`config.mk`:
```
export PLATFORM = sky130hd
export DESIGN_NAME = rf_write_arbiter
export DESIGN_NICKNAME = d
export VERILOG_FILES = /design/src/rtl/rf_arb_pkg.sv /design/src/rtl/rf_arb_fifo.sv /design/src/rtl/rf_write_arbiter.sv
export SDC_FILE = /design/constraint.sdc
export NUM_CORES = 1
export LEC_CHECK = 0
export BUFFER_PORTS_ARGS = -buffer_cell sky130_fd_sc_hd__buf_2
export CAP_MARGIN = 20
export CORE_MARGIN = 2
export CORE_UTILIZATION = 28
export CTS_CLUSTER_SIZE = 10
export DETAILED_ROUTE_END_ITERATION = 6
export GPL_TIMING_DRIVEN = 0
export PLACE_DENSITY = 0.49
export SLEW_MARGIN = 30
export SYNTH_ARGS = -nofsm -noshare
export SYNTH_HDL_FRONTEND = slang
export SYNTH_HIERARCHICAL = 1
export SYNTH_SLANG_ARGS = --single-unit
```
`constraint.sdc`:
```
create_clock -name clock -period 1.8 [get_ports clock]
set_input_delay 0.36 -clock clock [delete_from_list [all_inputs] [get_ports clock]]
set_output_delay 0.36 -clock clock [all_outputs]
set_load 0.01 [all_outputs]
```
`src/rtl/rf_arb_pkg.sv`:
```
// Shared types and helpers for the register-file write arbiter.
// Optional statistics outputs are enabled with RF_ARB_STATS_EN.
package rf_arb_pkg;

    localparam int DEF_DATA_WIDTH = 20;
    localparam int DEF_ADDR_WIDTH = 4;
    localparam int DEF_DEPTH      = 2;
    localparam int DEF_MAX_WAIT   = 4;

    typedef enum logic [1:0] {
        IDLE,
        PEND,
        FORCE
    } arb_state_t;

    function automatic logic [2**DEF_ADDR_WIDTH-1:0] onehot_addr(input logic [DEF_ADDR_WIDTH-1:0] addr);
        onehot_addr       = '0;
        onehot_addr[addr] = 1'b1;
    endfunction

endpackage

```
`src/rtl/rf_arb_fifo.sv`:
```
// Circular queue of pending side writes {address, data}.
// Exposes per-slot valid bits and addresses so the owner can build a hazard mask.
module rf_arb_fifo
    import rf_arb_pkg::*;
#(
    parameter int DEPTH      = DEF_DEPTH,
    parameter int ADDR_WIDTH = DEF_ADDR_WIDTH,
    parameter int DATA_WIDTH = DEF_DATA_WIDTH,
    localparam int PTR_W     = $clog2(DEPTH)
) (
    input  logic                                clock,
    input  logic                                reset,
    input  logic                                push,
    input  logic [ADDR_WIDTH-1:0]               pushAddress,
    input  logic [DATA_WIDTH-1:0]               pushData,
    input  logic                                pop,
    output logic [ADDR_WIDTH-1:0]               headAddress,
    output logic [DATA_WIDTH-1:0]               headData,
    output logic [PTR_W:0]                      count,
    output logic [DEPTH-1:0]                    entryValid,
    output logic [DEPTH-1:0][ADDR_WIDTH-1:0]    entryAddress
);

    logic [DEPTH-1:0][ADDR_WIDTH-1:0] addrMem;
    logic [DEPTH-1:0][DATA_WIDTH-1:0] dataMem;
    logic [PTR_W-1:0]                 wrPtr;
    logic [PTR_W-1:0]                 rdPtr;

    // Pointers wrap naturally because DEPTH is a power of two.
    always_ff @(posedge clock or negedge reset) begin
        if (!reset) begin
            wrPtr      <= '0;
            rdPtr      <= '0;
            count      <= '0;
            entryValid <= '0;
            addrMem    <= '0;
        end else begin
            if (pop) begin
                rdPtr             <= rdPtr + 1'b1;
                entryValid[rdPtr] <= 1'b0;
            end
            if (push) begin
                wrPtr             <= wrPtr + 1'b1;
                entryValid[wrPtr] <= 1'b1;
                addrMem[wrPtr]    <= pushAddress;
            end
            case ({push, pop})
                2'b10:   count <= count + 1'b1;
                2'b01:   count <= count - 1'b1;
                default: count <= count;
            endcase
        end
    end

    always_ff @(posedge clock) begin
        if (push) begin
            dataMem[wrPtr] <= pushData;
        end
    end

    assign headAddress  = addrMem[rdPtr];
    assign headData     = dataMem[rdPtr];
    assign entryAddress = addrMem;

endmodule

```
`src/rtl/rf_write_arbiter.sv`:
```
// Arbitrates the register-file write port between write-back and a queued side requester.
// Define RF_ARB_STATS_EN to add sideGrantCount/forceCount statistics outputs.
module rf_write_arbiter
    import rf_arb_pkg::*;
#(
    parameter int DATA_WIDTH = DEF_DATA_WIDTH,
    parameter int ADDR_WIDTH = DEF_ADDR_WIDTH,
    parameter int DEPTH      = DEF_DEPTH,
    parameter int MAX_WAIT   = DEF_MAX_WAIT
) (
    input  logic                     clock,
    input  logic                     reset,
    input  logic                     wbEnable,
    input  logic [ADDR_WIDTH-1:0]    wbAddress,
    input  logic [DATA_WIDTH-1:0]    wbData,
    input  logic                     sideValid,
    output logic                     sideReady,
    input  logic [ADDR_WIDTH-1:0]    sideAddress,
    input  logic [DATA_WIDTH-1:0]    sideData,
    output logic                     rfWriteEnable,
    output logic [ADDR_WIDTH-1:0]    rfWriteAddress,
    output logic [DATA_WIDTH-1:0]    rfWriteData,
    output logic                     stallPipe,
`ifdef RF_ARB_STATS_EN
    output logic [15:0]              sideGrantCount,
    output logic [15:0]              forceCount,
`endif
    output logic [2**ADDR_WIDTH-1:0] pendingMask
);

    localparam int COUNT_W = $clog2(DEPTH) + 1;
    localparam int WAIT_W  = $clog2(MAX_WAIT + 1);

    arb_state_t                       state, nextState;
    logic [WAIT_W-1:0]                waitCount;
    logic [COUNT_W-1:0]               count;
    logic [DEPTH-1:0]                 entryValid;
    logic [DEPTH-1:0][ADDR_WIDTH-1:0] entryAddress;
    logic [ADDR_WIDTH-1:0]            headAddress;
    logic [DATA_WIDTH-1:0]            headData;
    logic                             push;
    logic                             headGrant;

    assign sideReady = (count != COUNT_W'(DEPTH));
    assign push      = sideValid && sideReady;
    assign stallPipe = (state == FORCE);

    rf_arb_fifo #(
        .DEPTH      (DEPTH),
        .ADDR_WIDTH (ADDR_WIDTH),
        .DATA_WIDTH (DATA_WIDTH)
    ) sideQueue (
        .clock        (clock),
        .reset        (reset),
        .push         (push),
        .pushAddress  (sideAddress),
        .pushData     (sideData),
        .pop          (headGrant),
        .headAddress  (headAddress),
        .headData     (headData),
        .count        (count),
        .entryValid   (entryValid),
        .entryAddress (entryAddress)
    );

    // Port mux is gated by reset so every output reads zero while reset is held.
    always_comb begin
        headGrant      = 1'b0;
        rfWriteEnable  = 1'b0;
        rfWriteAddress = '0;
        rfWriteData    = '0;
        if (reset) begin
            if (state == FORCE || (state == PEND && !wbEnable)) begin
                headGrant      = 1'b1;
                rfWriteEnable  = 1'b1;
                rfWriteAddress = headAddress;
                rfWriteData    = headData;
            end else if (wbEnable) begin
                rfWriteEnable  = 1'b1;
                rfWriteAddress = wbAddress;
                rfWriteData    = wbData;
            end
        end
    end

    always_comb begin
        nextState = state;
        case (state)
            IDLE:  if (push) nextState = PEND;
            PEND: begin
                if (!headGrant && waitCount == WAIT_W'(MAX_WAIT - 1)) begin
                    nextState = FORCE;
                end else if (headGrant && count == COUNT_W'(1) && !push) begin
                    nextState = IDLE;
                end
            end
            FORCE: nextState = (count == COUNT_W'(1) && !push) ? IDLE : PEND;
            default: nextState = IDLE;
        endcase
    end

    always_ff @(posedge clock or negedge reset) begin
        if (!reset) begin
            state     <= IDLE;
            waitCount <= '0;
        end else begin
            state <= nextState;
            if (headGrant || count == '0) begin
                waitCount <= '0;
            end else if (waitCount != WAIT_W'(MAX_WAIT)) begin
                waitCount <= waitCount + 1'b1;
            end
        end
    end

    always_comb begin
        pendingMask = '0;
        for (int i = 0; i < DEPTH; i++) begin
            if (entryValid[i]) begin
                pendingMask = pendingMask | onehot_addr(entryAddress[i]);
            end
        end
    end

`ifdef RF_ARB_STATS_EN
    always_ff @(posedge clock or negedge reset) begin
        if (!reset) begin
            sideGrantCount <= '0;
            forceCount     <= '0;
        end else begin
            if (headGrant) sideGrantCount <= sideGrantCount + 16'd1;
            if (state == FORCE) forceCount <= forceCount + 16'd1;
        end
    end
`endif

endmodule
```
After elaboration in Yosys (flattened, before gate mapping)

Cells that the tools add are included.

Register bits: 59
Output and inout port bits: 43
Word-level logic and storage cells: 98

Add/subtract/negate cells: 5
Order comparisons: 8
Equal/unequal tests: 10
Mux-type cells: 41
Bitwise logic cells: 4
Reduce and logical (&&, ||, !) cells: 20

Operators by type and width:

| cell                  | count |
|---|---|
| $mux W20              | 6 |
| $bwmux W40            | 1 |
| $mux W16              | 2 |
| $mux W4               | 6 |
| $demux W20 S1         | 1 |
| $or A16 B16 Y16       | 1 |
| $logic_and A1 B1 Y1   | 10 |
| $lt A4 B5 Y1 const B  | 2 |
| $mux W1               | 10 |
| $mux W2               | 5 |
| $bwmux W8             | 1 |
| $demux W1 S4          | 2 |
| $ge A4 B1 Y1 const B  | 2 |
| $eq A2 B1 Y1 const B  | 3 |
| $mux W3               | 2 |
| $pmux W2 S3           | 1 |
| $demux W4 S1          | 1 |
| $eq A2 B2 Y1 const B  | 2 |
| $logic_not A2 Y1      | 2 |
| $lt A1 B2 Y1 const B  | 2 |
| $ne A2 B2 Y1 const B  | 2 |
| $pmux W2 S2           | 1 |
| $reduce_bool A2 Y1    | 2 |
| $add A3 B1 Y3 const B | 1 |
| 14 further kinds      | 20 |

Depth between registers and ports, before layout

Gate-level depths: netlist of run 1.

Depth in word-level cells: 10
Mapped depth: 8
Depth with buffers taken out: 7

By module

Netlist of run 1, hierarchy kept.

Modules (own cells, without submodules):

| module           | times used | cells each | area an instance (µm²) | sequential area each (µm²) |
|---|---|---|---|---|
| rf_arb_fifo      | 1          | 106        | 2055.7                 | 1551.5 |
| rf_write_arbiter | 1          | 100        | 827.0                  | 125.1 |

Worst setup path after synthesis of run 1

Ideal clock, no wire load.

Kind: register to register
Start: register sideQueue.count[0]
End: register sideQueue.addrMem, in the netlist sideQueue/entryAddress[0]
Arrival time: 1.654 ns
Setup slack: 0.021 ns
Cell stages (with the launch flop): 6
Path buffers: 0
Cell sequence: dfrtp_1 nand2b_1 and2_1 inv_2 nor2_4 mux2_2

Cells in the longest elaborated chain, start to end: 2

RTL lines:

| what                           | RTL line               | text |
|---|---|---|
| start: declaration             | rf_arb_fifo.sv:19      | `output logic [PTR_W:0] count,` |
| start signal: assignment       | rf_arb_fifo.sv:48      | `2'b10: count <= count + 1'b1;` |
| start signal: assignment       | rf_arb_fifo.sv:49      | `2'b01: count <= count - 1'b1;` |
| start signal: assignment       | rf_arb_fifo.sv:50      | `default: count <= count;` |
| $ne A2 B2 Y1                   | rf_write_arbiter.sv:44 | `assign sideReady = (count != COUNT_W'(DEPTH));` |
| via sideReady                  | rf_write_arbiter.sv:17 | `output logic sideReady,` |
| $logic_and A1 B1 Y1            | rf_write_arbiter.sv:45 | `assign push = sideValid && sideReady;` |
| via push                       | rf_write_arbiter.sv:41 | `logic push;` |
| end signal: indexed assignment | rf_arb_fifo.sv:45      | `addrMem[wrPtr] <= pushAddress;` |
| end: declaration               | rf_arb_fifo.sv:24      | `logic [DEPTH-1:0][ADDR_WIDTH-1:0] addrMem;` |

The timed path passes the listed nets, and every way through them passes these cells.
A chain may end at the register's enable or synchronous reset.

Worst setup path after layout of run 1

Start: register state[1]
End: output port rfWriteData[9]

Cells in the longest elaborated chain, start to end: 5
Elaborated cells on any way between the ends: 6

RTL lines:

| what                     | RTL line                | text |
|---|---|---|
| start: declaration       | rf_write_arbiter.sv:34  | `arb_state_t state, nextState;` |
| start signal: assignment | rf_write_arbiter.sv:107 | `state <= nextState;` |
| $eq A2 B1 Y1             | rf_write_arbiter.sv:73  | `if (state == FORCE \|\| (state == PEND && !wbEnable)) begin` |
| $logic_and A1 B1 Y1      | rf_write_arbiter.sv:73  |  |
| $logic_or A1 B1 Y1 *     | rf_write_arbiter.sv:73  |  |
| $mux W20 *               | rf_write_arbiter.sv:73  |  |
| $mux W20 *               | rf_write_arbiter.sv:72  | `if (reset) begin` |
| end: declaration         | rf_write_arbiter.sv:22  | `output logic [DATA_WIDTH-1:0] rfWriteData,` |

Mark *: on every way between the ends. The rest lies on a longest branch, timed or not.

==> results of run 1 <==
through the flow:
step	std cells	util	hold WS (ns)	setup TNS, ns	power [mW]
finish	472	0.410	0.100	-6.25	6.68
global route	472	0.410	0.122	-9.62	7.09
CTS	462	0.394	0.192	-7.45	6.48
detailed placement	436	0.348	0.375	-17.46	4.66
global placement	436	0.348	0.372	-17.33	4.61
floorplan	206	-	0.0644	0	3.86
per-layer routing:
metal | share of wire | wire [um]
met5 | 0 | 0
met4 | 0.012 | 84
met3 | 0.059 | 431
met2 | 0.50 | 3620
met1 | 0.43 | 3140
cells in the final DEF, fill, tap and decap left out, types with 4 or more instances in the layout:
cell      synthesis  routed
buf_2             2      93
edfxtp_1         40      40
mux2_2           32      32
a22o_1           24      24
dfrtp_1          19      15
buf_4             0      11
clkbuf_8          0       9
o22ai_1          12       8
buf_12            0       8
nand2_1           7       7
inv_1             8       6
nand2b_1          6       6
buf_6             7       5
nand3_1           6       4
o22ai_2           0       4
nor2_4            2       4
dfrtp_2           0       4
worst max-delay path, cell delays in order (launching register included):
cell,delay [ns]
dfrtp_1,0.40
buf_6,0.13
nor3b_2,0.16
o21a_4,0.27
buf_8,0.15
a22o_1,0.14
buf_2,0.12
registers in the layout, summed over array words and instances, names as in the netlist:
signal and flops:
waitCount 3, sideQueue/count 2, sideQueue/rdPtr 1, sideQueue/dataMem 40, sideQueue/entryAddress 8, sideQueue/wrPtr 1, state 2, sideQueue/entryValid 2
final cells by class:
| type | instances | area (um^2) |
|---|---|---|
| inverter | 9 | 37.5 |
| tap | 136 | 170 |
| timing repair inverter | 1 | 7.51 |
| clock buffer | 11 | 131 |
| buffer | 8 | 116 |
| timing repair buffer | 113 | 733 |
| fill | 992 | 5980 |
| clock inverter | 5 | 101 |
| sequential | 59 | 1680 |
| multi-input combinational | 130 | 1180 |
where the power goes:
| part | leakage, nW | switching (mW) | internal, mW |
|---|---|---|---|
| Combinational | 1.05 | 1.44 | 1.58 |
| Sequential | 0.592 | 0.324 | 1.91 |
| Clock | 0.111 | 0.512 | 0.916 |
| Total | 1.75 | 2.27 | 4.41 |
cell families (layout without fill, tap and decap cells):
group           count (synthesis)  count (layout)  share of synthesized area
compound gates                 48              48                      0.136
flops                          59              59                      0.582
fa+ha+maj                       4               4                     0.0174
mux                            33              33                      0.128
simple gates                   38              39                     0.0760
xor+xnor                        6               6                     0.0182
buf+inv                        18             147                     0.0425
synthesized netlist by cell type (3+ instances only):
cell type / count / area (um^2)
edfxtp_1: 40 / 1200
mux2_2: 32 / 360
a22o_1: 24 / 210
dfrtp_1: 19 / 475
o22ai_1: 12 / 75.1
inv_1: 8 / 30.0
buf_6: 7 / 78.8
nand2_1: 7 / 26.3
nand2b_1: 6 / 37.5
nand3_1: 6 / 30.0
ha_1: 4 / 50.1
nor2_1: 4 / 15.0
o32ai_1: 4 / 35.0
xnor2_1: 3 / 26.3
xor2_1: 3 / 26.3
what timing repair did:
action / in CTS / in global routing
hold buffers: 1 / 0
gates cloned: 4 / 0
gates resized for setup: 27 / 21
endpoints found under the hold margin: 19 / 0
pin swaps: 25 / 9
endpoints found under the setup margin: 74 / 62
buffers inserted: 6 / 11
worst min path at each step:
stage / slack [ns] / start / cells after the start / end
after floorplan: 0.06 / reset / 0 / sideQueue/count[0]$_DFFE_PN0P_
after global placement: 0.37 / reset / 1 / sideQueue/count[0]$_DFFE_PN0P_
after detailed placement: 0.37 / reset / 1 / sideQueue/count[0]$_DFFE_PN0P_
after CTS: 0.19 / sideData[0] / 1 / sideQueue/dataMem[20]$_DFFE_PP_
after global routing: 0.12 / reset / 2 / state[0]$_DFFE_PN0P_
final: 0.10 / reset / 2 / state[0]$_DFFE_PN0P_
==> flow_metrics.py, run 1 <==
metrics = {
    "outcome": {
        "run_status": "finished with violations",
        "violations": "negative setup slack",
    },
    "placement": {
        "dpl.hpwl_um": 4900,
        "place_area_um2": 3520,
        "dp_slack_ns": -0.400,
        "io_buffers": 94,
        "gp_congestion": 0.761,
    },
    "critical_path": {
        "cp_max_fo": 5,
        "reg2reg_slack_ns": 0.02,
        "worstSetupEndpoint": "rfWriteData[9]",
        "start_kind": "register",
        "path_class": "register to primary output",
        "critPathArrivalTime_ns": 1.70,
        "endpoint_kind": "primary output",
        "reg2reg_from": "state[1]$_DFFE_PN0P_",
        "crit_path_start": "state[1]$_DFFE_PN0P_",
        "reg2reg_depth": 9,
        "crit-reg2reg-capture": "sideQueue/count[1]$_DFFE_PN0P_",
        "crit_required_ns": 1.44,
    },
    "detailed_routing": {
        "drt-total-wl_um": 7270,
        "ant_nets": 0,
        "vias": 2204,
        "first_pass_iters": 4,
        "drt_drc_violations_left": 0,
        "drt_iter0_markers": 69,
        "post_drt_wl_per_cell_um": 15.4,
        "via_per_inst": 4.67,
    },
    "clocking": {
        "ctsHtreeMaxLevel": 3,
        "cts.path.max_buffers": 2,
        "ctsRootBufferMaster": "clkbuf_8",
        "clk_latency_ns": 0.33,
        "clkSinkCount": 59,
        "cts_tree": "built",
        "clk_pin_slew_worst_paths_ns": 0.07,
        "cts_made_buffers": 9,
    },
    "grt": {
        "globalRouteOverflowTotal": 0,
        "grt.busiest_layer": "met2",
        "grtUsageTotal": 0.133,
        "antenna_found_initial": 0,
        "met3_usage": 0.0458,
        "use_met1": 0.158,
        "grt_pass1_wl_um": 11300,
        "met2_usage": 0.224,
        "grt_pass1_vias": 2188,
        "grt_max_degree": 20,
    },
    "sta": {
        "final.setup_skew_ns": 0.00839,
        "worst_slack_ns": -0.265,
        "setup_viol": 31,
        "maxSlewHeadroom": 0.706,
        "fmax_mhz": 484,
        "period_needed_ns": 2.06,
        "worst_slew_pin_slew_ns": 0.441,
        "fin_crit_sh": 1.15,
        "rsz0062_at_grt": "true",
        "finalHoldViolCount": 0,
        "drv_slew": 0,
    },
    "synth": {
        "yosys_warnings": 6,
        "ys_ff_latch": 59,
        "async_flop_share": 0.322,
        "syn_area_um2": 2880,
        "syn_nets": 262,
        "ys_types": 34,
        "synth_seq_area_share": 0.582,
        "syn_area_per_cell_um2": 14.0,
        "synthFlopType": "edfxtp_1",
        "syn-instance-count": 206,
        "synth_edf_count": 40,
    },
    "power": {
        "p_leak_nw": 1.75,
        "power.density_nw_per_um2": 1610,
        "peakVddDrop_v": 0.000520,
    },
    "die": {
        "initial_core_util": 0.284,
        "fp-row-count": 37,
        "io_pins": 95,
        "core_area_um2": 10100,
        "die-area_um2": 11100,
        "dieHeight_um": 105,
        "die_w_um": 105,
    },
    "finish": {
        "drive_above_1_share": 0.583,
        "fin_area_um2": 4160,
        "area_delta_synth_final_pct": 44.4,
        "antennaDiodeCount": 0,
        "layout.nets": 387,
    },
    "hold_path": {
        "worstHoldPathType": "primary input to async pin",
    },
    "job": {
        "max-cap-violations": 0,
    },
}
Note: power is estimated with default switching activity, not from simulation.
==> inputs of run 2 (changes only) <==
BUFFER_PORTS_ARGS = -buffer_cell sky130_fd_sc_hd__clkbuf_2   (was -buffer_cell sky130_fd_sc_hd__buf_2)
clock period = 2.6 ns   (was 1.8 ns; I/O delays follow)
==> flow_metrics.py, run 2 (same netlist as run 1, synthesis figures left out) <==
metrics = {
    "sta": {
        "period_needed_ns": 2.29,
        "drv_slew": 0,
        "fin_crit_sh": 0.879,
        "final.setup_skew_ns": 0.00438,
        "worst_slew_pin_slew_ns": 0.856,
        "setup_viol": 0,
        "fmax_mhz": 437,
        "maxSlewHeadroom": 0.429,
        "finalSetupTns_ns": 0,
        "rsz0062_at_grt": "false",
        "fin_hold_ws_ns": 0.107,
        "finalHoldViolCount": 0,
    },
    "job": {
        "max-cap-violations": 0,
    },
    "finish": {
        "area_delta_synth_final_pct": 29.4,
        "layout_common_cells": "93 x clkbuf_2, 40 x edfxtp_1, 32 x mux2_2, 24 x a22o_1, 19 x dfrtp_1",
        "layout.nets": 367,
        "mostFrequentLayoutCell": "clkbuf_2",
        "antennaDiodeCount": 0,
        "instances_no_fill": 451,
        "fin_util": 0.368,
        "fin_area_um2": 3730,
        "largest_reg_flops": 40,
        "regMostFlops": "sideQueue/dataMem",
        "drive_above_1_share": 0.505,
    },
    "grt": {
        "grt.busiest_layer": "met2",
        "use_met1": 0.141,
        "grtUsageTotal": 0.120,
        "grt_pass1_wl_um": 10300,
        "antenna_found_initial": 0,
        "met3_usage": 0.0538,
        "grt_max_degree": 25,
        "globalRouteOverflowTotal": 0,
        "met2_usage": 0.203,
        "grt_pass1_vias": 2079,
    },
    "die": {
        "core_area_um2": 10100,
        "initial_core_util": 0.284,
        "io_pins": 95,
        "die_w_um": 105,
        "fp-row-count": 37,
        "dieHeight_um": 105,
        "die-area_um2": 11100,
    },
    "critical_path": {
        "cp.depth": 6,
        "crit_required_ns": 2.08,
        "reg2reg_depth": 5,
        "cp_max_fo": 10,
        "crit-reg2reg-capture": "sideQueue/entryAddress[2]$_DFFE_PN0P_",
        "reg2reg_from": "sideQueue/count[0]$_DFFE_PN0P_",
        "critPathArrivalTime_ns": 1.77,
        "endpoint_kind": "primary output",
        "start_kind": "register",
        "crit_path_start": "state[1]$_DFFE_PN0P_",
        "critPathMaxStageDelay_ns": 0.40,
        "path_delay_family": "buffers and inverters",
        "crit_chain": "nor2b_1, buf_6, nor2_4, buf_2, a22o_1, clkbuf_2",
        "crit_buf_inv": 3,
        "path_class": "register to primary output",
        "reg2reg_slack_ns": 0.56,
        "slowest_stage": "dfrtp_1",
        "worstSetupEndpoint": "rfWriteData[5]",
    },
    "clocking": {
        "cts_made_buffers": 9,
        "cts_setup_buffers": 0,
        "clk_pin_slew_worst_paths_ns": 0.06,
        "hold_buffers": 0,
        "cts.path.max_buffers": 2,
        "postCtsResizedCells": 0,
        "clk_latency_ns": 0.33,
        "clkSinkCount": 59,
        "ctsRootBufferMaster": "clkbuf_8",
        "cts_tree": "built",
        "ctsHtreeMaxLevel": 3,
    },
    "hold_path": {
        "worstHoldPathType": "primary input to async pin",
    },
    "detailed_routing": {
        "drt-total-wl_um": 6580,
        "via_per_inst": 4.66,
        "vias": 2101,
        "post_drt_wl_per_cell_um": 14.6,
        "ant_nets": 0,
        "drt_iter0_markers": 105,
        "first_pass_iters": 4,
        "drt_drc_violations_left": 0,
    },
    "placement": {
        "placed_cells": 436,
        "gp_congestion": 0.762,
        "io_buffers": 94,
        "place_area_um2": 3520,
        "dpl.hpwl_um": 4920,
    },
    "outcome": {
        "run_status": "finished clean",
    },
    "power": {
        "power.density_nw_per_um2": 1080,
        "peakVddDrop_v": 0.000426,
        "p_leak_nw": 1.59,
    },
}
==> run 2: cell types whose count changed in the layout (fill, tap and decap cells not counted), sizes merged <==
cell      delta
buf        -112
nor2         -1
clkinvlp     -2
bufinv       -1
clkinv       +2
inv          +1
clkbuf      +92
==> run 2: routing by layer <==
metal  up-vias  routed length [um]
li1       1010                   -
met1      1012                2850
met2        72                3160
met3         7                 522
met4         0                  48
met5         -                   0
==> run 2: worst min-delay path by stage <==
stage                                      to  cells after the start                            from
3_5_place_dp   sideQueue/count[1]$_DFFE_PN0P_                      1  sideQueue/count[1]$_DFFE_PN0P_
6_report                 state[1]$_DFFE_PN0P_                      1                           reset
3_3_place_gp   sideQueue/count[1]$_DFFE_PN0P_                      1  sideQueue/count[1]$_DFFE_PN0P_
4_1_cts                  state[1]$_DFFE_PN0P_                      1                           reset
2_1_floorplan  sideQueue/count[0]$_DFFE_PN0P_                      0                           reset
5_1_grt                  state[1]$_DFFE_PN0P_                      1                           reset
==> run 2: through the flow <==
step | setup slack (ns) | power (mW)
2_1_floorplan | 0.821 | 2.67
3_3_place_gp | 0.0473 | 3.20
3_5_place_dp | 0.0401 | 3.22
4_1_cts | 0.0357 | 4.10
5_1_grt | 0.155 | 4.32
6_report | 0.314 | 4.04
==> run 2: final cells by class <==
cell class,instances,area [um^2]
fillers,1020,6410
repair buffers,94,473
inverters,9,33.8
clock buffers,9,124
well taps,136,170
plain buffers,9,88.8
multi-input cells,129,1080
clock inverters,6,81.3
flip-flops and latches,59,1680
==> run 2: power breakdown <==
part	internal [mW]	leakage, nW	switching, mW
clock network	0.527	0.103	0.343
logic	0.789	0.888	0.859
registers	1.32	0.596	0.197
